**config.mk**
```make
export PLATFORM = sky130hd
export DESIGN_NAME = mult_div_unit
export DESIGN_NICKNAME = d
export VERILOG_FILES = /design/src/rtl/mult_div_unit.sv
export SDC_FILE = /design/constraint.sdc
export NUM_CORES = 1
export LEC_CHECK = 0
export ABC_AREA = 1
export BUFFER_PORTS_ARGS = -buffer_cell sky130_fd_sc_hd__buf_2
export CAP_MARGIN = 40
export CORE_MARGIN = 2
export CORE_UTILIZATION = 54
export DETAILED_ROUTE_END_ITERATION = 10
export HOLD_SLACK_MARGIN = 0.1
export PLACE_DENSITY = 0.72
export SLEW_MARGIN = 20
export SYNTH_ARGS = -nofsm -noshare
export SYNTH_HDL_FRONTEND = slang
export SYNTH_SLANG_ARGS = --single-unit
```
**constraint.sdc**
```tcl
create_clock -name clk -period 19.1 [get_ports clk]
set_input_delay 3.82 -clock clk [delete_from_list [all_inputs] [get_ports clk]]
set_output_delay 3.82 -clock clk [all_outputs]
set_load 0.05 [all_outputs]
```
**src/rtl/mult_div_unit.sv**
```systemverilog
// Iterative multiply/divide unit owning the MIPS HI/LO registers.
// One multiplier or quotient bit per cycle; MTHI/MTLO complete in a single cycle.
module mult_div_unit #(
    parameter int WIDTH = 32
) (
    input  logic             clk,
    input  logic             rst,
    input  logic             start,
    input  logic [2:0]       op,
    input  logic [WIDTH-1:0] in_data_a,
    input  logic [WIDTH-1:0] in_data_b,
    output logic             busy,
    output logic             done,
    output logic [WIDTH-1:0] hi,
    output logic [WIDTH-1:0] lo
);

    typedef enum logic {
        S_IDLE,
        S_CALC
    } state_t;

    localparam logic [2:0] OP_MULT  = 3'b000;
    localparam logic [2:0] OP_MULTU = 3'b001;
    localparam logic [2:0] OP_DIV   = 3'b010;
    localparam logic [2:0] OP_DIVU  = 3'b011;
    localparam logic [2:0] OP_MTHI  = 3'b100;
    localparam logic [2:0] OP_MTLO  = 3'b101;

    localparam int            CW       = $clog2(WIDTH);
    localparam logic [CW-1:0] LAST_CNT = CW'(WIDTH - 1);
    localparam logic [CW-1:0] CNT_ONE  = CW'(1);

    state_t               state_q, state_d;
    logic [CW-1:0]        cnt_q, cnt_d;
    logic [2*WIDTH-1:0]   acc_q, acc_d;
    logic [WIDTH-1:0]     opnd_q, opnd_d;
    logic [WIDTH-1:0]     orig_a_q, orig_a_d;
    logic                 is_div_q, is_div_d;
    logic                 neg_res_q, neg_res_d;
    logic                 neg_rem_q, neg_rem_d;
    logic                 div_zero_q, div_zero_d;
    logic                 done_q, done_d;
    logic [WIDTH-1:0]     hi_q, hi_d;
    logic [WIDTH-1:0]     lo_q, lo_d;

    // Operand magnitudes; 0x80000000 negates to itself and is used as an unsigned magnitude.
    logic             a_neg, b_neg;
    logic [WIDTH-1:0] a_mag, b_mag;

    assign a_neg = ~op[0] & in_data_a[WIDTH-1];
    assign b_neg = ~op[0] & in_data_b[WIDTH-1];
    assign a_mag = a_neg ? -in_data_a : in_data_a;
    assign b_mag = b_neg ? -in_data_b : in_data_b;

    // Multiply: acc = {partial product high half, remaining multiplier bits}.
    logic [WIDTH:0]     mul_sum;
    logic [2*WIDTH-1:0] mul_next;

    assign mul_sum  = {1'b0, acc_q[2*WIDTH-1:WIDTH]} + {1'b0, opnd_q};
    assign mul_next = acc_q[0] ? {mul_sum, acc_q[WIDTH-1:1]}
                               : {1'b0, acc_q[2*WIDTH-1:1]};

    // Divide: acc = {partial remainder, dividend bits shifting out / quotient bits shifting in}.
    logic [WIDTH:0]     div_trial;
    logic [WIDTH:0]     div_diff;
    logic               div_ok;
    logic [2*WIDTH-1:0] div_next;

    assign div_trial = acc_q[2*WIDTH-1:WIDTH-1];
    assign div_diff  = div_trial - {1'b0, opnd_q};
    assign div_ok    = ~div_diff[WIDTH];
    assign div_next  = {(div_ok ? div_diff[WIDTH-1:0] : div_trial[WIDTH-1:0]),
                        acc_q[WIDTH-2:0], div_ok};

    logic [2*WIDTH-1:0] iter_next;
    logic [2*WIDTH-1:0] prod_fixed;
    logic [WIDTH-1:0]   quo_fixed;
    logic [WIDTH-1:0]   rem_fixed;

    assign iter_next  = is_div_q ? div_next : mul_next;
    assign prod_fixed = neg_res_q ? -iter_next : iter_next;
    assign quo_fixed  = neg_res_q ? -iter_next[WIDTH-1:0] : iter_next[WIDTH-1:0];
    assign rem_fixed  = neg_rem_q ? -iter_next[2*WIDTH-1:WIDTH] : iter_next[2*WIDTH-1:WIDTH];

    // NOTE: every _d gets a default before the case so no path leaves a value unassigned (no latches).
    always_comb begin
        state_d    = state_q;
        cnt_d      = cnt_q;
        acc_d      = acc_q;
        opnd_d     = opnd_q;
        orig_a_d   = orig_a_q;
        is_div_d   = is_div_q;
        neg_res_d  = neg_res_q;
        neg_rem_d  = neg_rem_q;
        div_zero_d = div_zero_q;
        hi_d       = hi_q;
        lo_d       = lo_q;
        done_d     = 1'b0;

        case (state_q)
            S_IDLE: begin
                if (start) begin
                    case (op)
                        OP_MTHI: hi_d = in_data_a;
                        OP_MTLO: lo_d = in_data_a;
                        OP_MULT, OP_MULTU, OP_DIV, OP_DIVU: begin
                            state_d    = S_CALC;
                            cnt_d      = '0;
                            is_div_d   = op[1];
                            neg_res_d  = a_neg ^ b_neg;
                            neg_rem_d  = a_neg;
                            opnd_d     = op[1] ? b_mag : a_mag;
                            acc_d      = {{WIDTH{1'b0}}, (op[1] ? a_mag : b_mag)};
                            div_zero_d = op[1] & (in_data_b == '0);
                            orig_a_d   = in_data_a;
                        end
                        default: ;
                    endcase
                end
            end
            S_CALC: begin
                acc_d = iter_next;
                cnt_d = cnt_q + CNT_ONE;
                if (cnt_q == LAST_CNT) begin
                    state_d = S_IDLE;
                    cnt_d   = '0;
                    done_d  = 1'b1;
                    if (!is_div_q) begin
                        hi_d = prod_fixed[2*WIDTH-1:WIDTH];
                        lo_d = prod_fixed[WIDTH-1:0];
                    end else if (div_zero_q) begin
                        hi_d = orig_a_q;
                        lo_d = '1;
                    end else begin
                        hi_d = rem_fixed;
                        lo_d = quo_fixed;
                    end
                end
            end
            default: state_d = S_IDLE;
        endcase
    end

    // NOTE: state registers use non-blocking assignments so every flop samples pre-edge values.
    always_ff @(posedge clk or posedge rst) begin
        if (rst) begin
            state_q    <= S_IDLE;
            cnt_q      <= '0;
            acc_q      <= '0;
            opnd_q     <= '0;
            orig_a_q   <= '0;
            is_div_q   <= 1'b0;
            neg_res_q  <= 1'b0;
            neg_rem_q  <= 1'b0;
            div_zero_q <= 1'b0;
            done_q     <= 1'b0;
            hi_q       <= '0;
            lo_q       <= '0;
        end else begin
            state_q    <= state_d;
            cnt_q      <= cnt_d;
            acc_q      <= acc_d;
            opnd_q     <= opnd_d;
            orig_a_q   <= orig_a_d;
            is_div_q   <= is_div_d;
            neg_res_q  <= neg_res_d;
            neg_rem_q  <= neg_rem_d;
            div_zero_q <= div_zero_d;
            done_q     <= done_d;
            hi_q       <= hi_d;
            lo_q       <= lo_d;
        end
    end

    assign busy = (state_q == S_CALC);
    assign done = done_q;
    assign hi   = hi_q;
    assign lo   = lo_q;

endmodule
```
After elaboration in Yosys (flattened, before gate mapping)
Index checks and enable logic that the tools add are counted.
W data, S select, Z words.
{ "totals": {"ff_bits": 203, "elab_cells": 80} }
{ "op_classes": {"n_addsub": 8, "n_eq_ne": 11, "n_mux": 35, "bitwise_logic": 7, "n_reduce_logical": 7} }
{ "op_table": {"columns": ["operator", "n"], "rows": [
  ["$mux W32", 17],
  ["$mux W64", 5],
  ["$neg A32 Y32", 4],
  ["$pmux W32 S2", 2],
  ["$pmux W64 S2", 1],
  ["$neg A64 Y64", 1],
  ["$add A32 B32 Y33", 1],
  ["$sub A33 B32 Y33", 1],
  ["$logic_not A32 Y1", 1],
  ["$mux W5", 3],
  ["$pmux W5 S2", 1],
  ["$reduce_and A3 Y1", 3],
  ["$ne A2 B1 Y1 const B", 4],
  ["$eq A3 B2 Y1 const B", 2],
  ["$eq A3 B3 Y1 const B", 2],
  ["$add A5 B1 Y5 const B", 1],
  ["$eq A5 B5 Y1 const B", 1],
  ["$mux W1", 5],
  ["$reduce_or A4 Y1", 1],
  ["$and A1 B1 Y1", 3],
  ["$eq A3 B1 Y1 const B", 1],
  ["$logic_not A3 Y1", 1],
  ["$not A1 Y1", 3],
  ["$ne A2 B2 Y1 const B", 1],
  ["3 further kinds", 3]
]} }

Longest topological paths before layout
Gate-level depths: netlist of the first run.
{ "depth": {"word_depth": 9, "ltp_mapped": 35, "ltp_nobuf": 34} }

Worst setup path before layout of the first run
Ideal clock, no wire load.
{ "synth_timing": {"path_kind": "in2reg", "start": "input in_data_a[1]", "end": "register acc_q[30]", "setup_time_ns": 0.127, "arrival_time_ns": 6.010, "slack_ns": 12.963, "cell_stages": 18, "path_cell_list": "inv_1 > ha_1 > nand3_1 > nor3_1 > nand3_1 > nor3_1 > nand4_1 > nor3_1 > nand2_1 > nor3_1 > nand3_1 > nor2_1 > nand3_1 > nand2_1 > o21ai_0 > xor2_1 > nand2_1 > nand3b_1"} }
{ "synth_via": {"elab_chain_len": 6} }
{ "synth_lines": {"columns": ["item", "line_no", "text"], "rows": [
  ["from (decl)", "10", "input logic [WIDTH-1:0] in_data_a,"],
  ["$neg A32 Y32", "53", "assign a_mag = a_neg ? -in_data_a : in_data_a;"],
  ["$mux W32", "53", null],
  ["$mux W32", "114", "acc_d = {{WIDTH{1'b0}}, (op[1] ? a_mag : b_mag)};"],
  ["$mux W64", "104", "case (op)"],
  ["$mux W64", "103", "if (start) begin"],
  ["$pmux W64 S2", "101", "case (state_q)"],
  ["to (signal assigned)", "150", "acc_q <= '0;"],
  ["to (signal assigned)", "163", "acc_q <= acc_d;"],
  ["to (decl)", "36", "logic [2*WIDTH-1:0] acc_q, acc_d;"]
]} }
No other way between the ends. The select of a mux whose other input is x is not followed.
A chain may end at the register's enable or synchronous reset.

Final worst setup path of the first run
{ "layout_timing": {"start": "input op[2]", "end": "register opnd_q[4]"} }
{ "layout_via": {"elab_chain_len": 3, "elab_cells_between_ends": 6, "classes_between": "eq/ne (3); reduce/logical (3)"} }
{ "layout_lines": {"columns": ["item", "line_no", "text"], "rows": [
  ["from (decl)", "9", "input logic [2:0] op,"],
  ["$eq A3 B1 Y1, or another cell as far along", "104", null],
  ["$reduce_or A4 Y1 *", "104", null],
  ["$reduce_and A3 Y1 (no line) *", null, null],
  ["to (signal assigned)", "164", "opnd_q <= opnd_d;"],
  ["to (decl)", "37", "logic [WIDTH-1:0] opnd_q, opnd_d;"]
]} }
Mark *: on every way between the ends. The rest lies on a longest branch, timed or not.

==> results of run 1 <==
[path summary, 6_finish.rpt]
check | start | to | slack [ps] | cells past startpoint
max | op[2] | opnd_q[4] | 12660 | 12
min | hi[1] | hi[1] | 500 | 2
max reg2reg | acc_q[31] | hi[18] | 13360 | 31
min reg2reg | hi[1] | hi[1] | 500 | 2
max in group asynchronous | rst | hi[26] | 14770 | 4
min in group asynchronous | rst | lo[16] | 3260 | 2
[state kept, by name (all words and copies together) (netlist names)]
name,count
acc_q,64
hi,32
cnt_q,5
done,1
div_zero_q,1
is_div_q,1
neg_res_q,1
neg_rem_q,1
opnd_q,32
busy,1
orig_a_q,32
lo,32
[layer usage]
| metal | track usage | routed length [microns] |
|---|---|---|
| met1 | 0.562 | 32400 |
| met2 | 0.683 | 37200 |
| met3 | 0.101 | 10300 |
| met4 | 0.339 | 7920 |
| met5 | 0 | 26 |
[cell type report]
class	count	area (sq um)	area share
Antenna cell	3	7.51	0.000340
Clock inverter	12	189	0.00855
Timing Repair Buffer	170	998	0.0452
Clock buffer	34	709	0.0321
Sequential cell	203	5090	0.230
Multi-Input combinational cell	2472	12500	0.567
Inverter	529	1990	0.0902
Tap cell	468	586	0.0265
[synth_stat cells, types with 4 or more instances]
| master | number |
|---|---|
| buf_6 | 4 |
| dfrtp_1 | 203 |
| nand4_1 | 40 |
| buf_2 | 16 |
| o311ai_0 | 10 |
| o31ai_1 | 7 |
| or2_2 | 6 |
| nor2_1 | 360 |
| o21bai_1 | 9 |
| a221o_1 | 15 |
| nor2_2 | 28 |
| nand2_1 | 983 |
| and2_1 | 4 |
| o221ai_1 | 7 |
| nor2_4 | 4 |
| clkbuf_1 | 78 |
| inv_2 | 13 |
| a31oi_1 | 27 |
| o2111ai_1 | 5 |
| nand2_4 | 4 |
| buf_1 | 19 |
| nor4_1 | 5 |
| a41oi_1 | 5 |
| o21ai_1 | 13 |
| nand2_2 | 39 |
| o22ai_1 | 73 |
| o21ai_0 | 138 |
| nand3b_1 | 15 |
| inv_1 | 513 |
| a21oi_1 | 160 |
| nand3_1 | 237 |
| nand3_2 | 8 |
| ha_1 | 70 |
| a22oi_1 | 11 |
| o211ai_1 | 30 |
| xnor2_1 | 12 |
| xor2_1 | 77 |
| nor3_1 | 31 |
| o2bb2ai_1 | 4 |
| a21oi_2 | 6 |
[stage by stage]
step / cells / cell area, sq um / hold WS, ps / util / setup WS, ps
after floorplan: 3323 / 20100 / 448 / - / 9740
final: 3891 / 22100 / 498 / 0.603 / 12660
after global placement: 3832 / 21000 / 468 / 0.575 / 11810
after CTS: 3886 / 22000 / 494 / 0.602 / 12330
after global routing: 3888 / 22100 / 504 / 0.603 / 12390
after detailed placement: 3840 / 21200 / 480 / 0.578 / 11750
[logic make-up after synthesis]
kind of cell	count (synthesis)
flip-flops	203
AO/OA/AOI/OAI	535
buffers and inverters	648
XOR/XNOR	89
AND/OR/NAND/NOR	1776
adder cells (fa/ha/maj)	72
[worst min-delay path, delay by kind of cell (launching register included)]
family          cells  cell delay (ps)
compound gates      1               60
flops               1              340
simple gates        1               50
==> results.yml, run 1 <==
status:
  outcome: "completed"
finish:
  fill_cells: 3668
  nNetsFinal: 3543
  drive_above_1_share: 0.100
  syn2layout_area_growth_pct: 10.0
  final_common_cell: "nand2_1"
  final_cell_mix: "nand2_1, inv_1, nor2_1, nand3_1, dfrtp_1"
worst_setup_path:
  crit_chain: "buf_2 > nor2_1 > clkinv_1 > buf_8 > nor2_4 > buf_4 > inv_1 > buf_4 > nor2_4 > buf_4 > clkinv_1 > o221ai_1"
  critical_path.most_common_cell: "buf_4"
  cp-start-kind: "primary input"
  crit_type: "primary input to flip-flop"
  cp-end-kind: "flip-flop"
  critPathArrivalTime_ps: 6920
  critPathSlowestCell: "buf_4"
  worst_path_dominant_cell_family: "buffers and inverters"
  required_ps: 19580
  slowest_delay_ps: 510
  cp_max_fo: 57
  cp_num_buf_inv: 8
die:
  rows: 70
  die_area_sq_um: 38700
  die_x_microns: 197
  die_y_microns: 197
  core_sq_um: 36600
  pin_count: 136
  start_util: 0.548
cts:
  cts_hold_buf: 0
  tritoncts.num_buffers: 25
  clk_latency_ps: 580
  post_cts_buffers: 0
  htreeDepth: 1
  cts-root-buf: "clkbuf_16"
  clk_path_buf_depth: 3
  clk_pin_slew_ps: 60
  cts.sinks: 203
  postCtsResizedCells: 0
  cts_tree: "yes"
synth:
  synth_edf_count: 0
  syn-instance-count: 3323
  yosys.area_share.simple: 0.377
  synth_top_family_by_area: "simple AND/OR/NAND/NOR gates"
  synth_top_area_cell: "dfrtp_1"
  synthMuxAreaShare: 0
  async_flop_share: 1.00
  synth_top_area_share: 0.253
  yosysWarnings: 0
  synth_compound_area_frac: 0.161
  syn_nets: 3465
  avgSynthCellArea_sq_um: 6.04
  synth_cell_types: 58
  ys_seq_area_frac: 0.253
  synthesis.area_sq_um: 20100
  ys_dominant_reg_cell: "dfrtp_1"
  synthTopCellsByArea: "dfrtp_1, nand2_1, inv_1"
  synth_xor_area_frac: 0.0388
  synthAdderAreaFrac: 0.0456
  synth_seq_cells: 203
placed_design:
  port_buffers: 135
  gp_congestion: 1.09
  dpl.hpwl_microns: 69600
grt:
  overflow: 0
  grt_max_degree: 71
  grtUsageTotal: 0.450
  antenna_found_initial: 5
  grt_pass1_wl_microns: 131000
  grt_pass1_vias: 22362
hold_path:
  hold_class: "flip-flop to flip-flop"
detailed_routing:
  via_per_inst: 6.14
  drc: 0
  vias: 23877
  avgRoutedWirePerCell_microns: 22.6
  drtIter0Drc: 3179
  final_antenna_net_count: 0
  totalWireLength_microns: 87900
  detail_route.first_pass.iterations: 7
timing:
  slew_violations: 0
  final_hold_viol_count: 0
  final.setup.tns_ps: 0
  rsz0062_at_grt: "no"
  final-setup-viol-count: 0
  worst_pin_slew_ps: 878
  fin_crit_ps: 6440
  max-slew-margin-rel: 0.414
  max_freq_ghz: 0.155
  fin_crit_sh: 0.337
  fin_skew_ps: 22.7
job:
  drv_cap: 0
Power of run 1 is left out: the tool's default activity adds up to more than one toggle a clock period on the data nets, which glitch-free logic cannot reach.
==> run 2: changes to the inputs <==
==> constraint.sdc (replaced) <==
create_clock -name clk -period 6.2 [get_ports clk]
set_input_delay 1.24 -clock clk [delete_from_list [all_inputs] [get_ports clk]]
set_output_delay 1.24 -clock clk [all_outputs]
set_load 0.05 [all_outputs]
==> run 2 against run 1 <==
First-iteration DRC count grew 12%. Worst hold slack gained 2.6 ps. Die area is the same. Clock skew shrank 4.3 ps. Critical path depth rose by 20. Setup slack lost 12000 ps. Register-to-register slack got worse by 12000 ps. Sequential share of layout area rose by 0.075 points. Via count is essentially flat. Final area decreased by 0.32%. Core utilization is 0.19 points lower. Non-clock buffer count shrank 2. Largest cell class unchanged. Highest routed layer unchanged.
==> results.yml, run 2 (synthesis gave the netlist of run 1 again) <==
status:
  outcome: "completed"
cts:
  cts.sinks: 203
  cts-root-buf: "clkbuf_16"
  cts_hold_buf: 0
  htreeDepth: 1
  postCtsResizedCells: 0
  post_cts_buffers: 0
  cts_tree: "yes"
  tritoncts.num_buffers: 25
  clk_path_buf_depth: 3
  clk_pin_slew_ps: 60
  clk_latency_ps: 570
grt:
  grt_pass1_vias: 22286
  antenna_found_initial: 5
  grt_pass1_wl_microns: 135000
  grtUsageTotal: 0.465
  grt_max_degree: 127
  overflow: 0
die:
  die_x_microns: 197
  rows: 70
  die_y_microns: 197
  die_area_sq_um: 38700
  core_sq_um: 36600
  pin_count: 136
  start_util: 0.548
finish:
  fill_cells: 3606
  drive_above_1_share: 0.0987
  final_common_cell: "nand2_1"
  antennaDiodeCount: 0
  nNetsFinal: 3541
  syn2layout_area_growth_pct: 9.67
  final_cells: 3883
  largest_reg_flops: 64
  final_cell_mix: "nand2_1, inv_1, nor2_1, nand3_1, dfrtp_1"
  top_register: "acc_q"
timing:
  rsz0062_at_grt: "no"
  fin_crit_sh: 0.837
  final_hold_viol_count: 0
  max-slew-margin-rel: 0.344
  fin_crit_ps: 5190
  slew_violations: 0
  max_freq_ghz: 0.193
  setup_ws_ps: 1010
  final.setup.tns_ps: 0
  worst_pin_slew_ps: 973
  fin_skew_ps: 18.5
  final-setup-viol-count: 0
worst_setup_path:
  worst_path_dominant_cell_family: "simple AND/OR/NAND/NOR gates"
  cp.depth: 32
  critPathArrivalTime_ps: 5680
  critical_path.most_common_cell: "nand2_1"
  cp_num_buf_inv: 3
  cp-end-kind: "flip-flop"
  slowest_delay_ps: 490
  critPathSlowestCell: "o21ai_2"
  r2r_cells: 32
  cp_max_fo: 27
  required_ps: 6690
  crit_type: "flip-flop to flip-flop"
  cp-start-kind: "flip-flop"
detailed_routing:
  totalWireLength_microns: 90800
  detail_route.first_pass.iterations: 6
  final_antenna_net_count: 0
  via_per_inst: 6.15
  avgRoutedWirePerCell_microns: 23.4
  vias: 23884
  drtIter0Drc: 3550
  drc: 0
job:
  drv_cap: 0
placed_design:
  dpl.hpwl_microns: 70800
  place_ws_ps: 1160
  post-place-cells: 3838
  port_buffers: 135
  gp_congestion: 1.12
hold_path:
  hold_class: "flip-flop to flip-flop"
  hold_depth: 2
[run 2: cell count changes in the layout (fill, tap and decap cells not counted), sizes merged]
cell / previous run / this run
clkbuf: 34 / 36
bufinv: 4 / 2
diode: 3 / 0
clkinvlp: 4 / 2
inv: 527 / 526
buf: 170 / 168
[run 2: cell type report]
| class | count | area [sq um] | area share |
|---|---|---|---|
| timing repair buffer | 168 | 1010 | 0.0458 |
| clock inverter | 7 | 91.3 | 0.00415 |
| clock buffer | 36 | 737 | 0.0335 |
| inverter | 529 | 1990 | 0.0904 |
| multi-input combinational | 2472 | 12500 | 0.568 |
| sequential | 203 | 5090 | 0.231 |
| tap | 468 | 586 | 0.0266 |
[run 2: routing by layer]
metal  global-route usage  up-vias  part of all wire
li1                     -    10823                 -
met1                0.584    10884              0.36
met2                0.697     1762              0.42
met3                0.117      403              0.13
met4                0.329       12             0.089
met5               0.0179        -            0.0016
[run 2: worst paths after layout]
check / from / end / slack, ps
setup / recovery: acc_q[31] / hi[28] / 1010
setup reg to reg: acc_q[31] / hi[28] / 1010
hold / removal: hi[5] / hi[5] / 500
max in group asynchronous: rst / busy / 4480
min in group asynchronous: rst / hi[5] / 610
hold reg to reg: hi[5] / hi[5] / 500
[run 2: worst reg2reg max path: cells and delay by family (launching register included)]
family,cells,cell delay [ps]
AO/OA/AOI/OAI,3,980
AND/OR/NAND/NOR,23,2640
flip-flops,1,390
adder cells (fa/ha/maj),3,850
buffers and inverters,3,260
[run 2: stage by stage]
stage / util / area, sq um / hold slack (ps)
after CTS: 0.601 / 22000 / 497
after detailed placement: 0.578 / 21200 / 480
after floorplan: - / 20100 / 448
after global routing: 0.601 / 22000 / 513
after global placement: 0.575 / 21100 / 465
final: 0.601 / 22000 / 501
Power of run 2 is left out for the same reason.
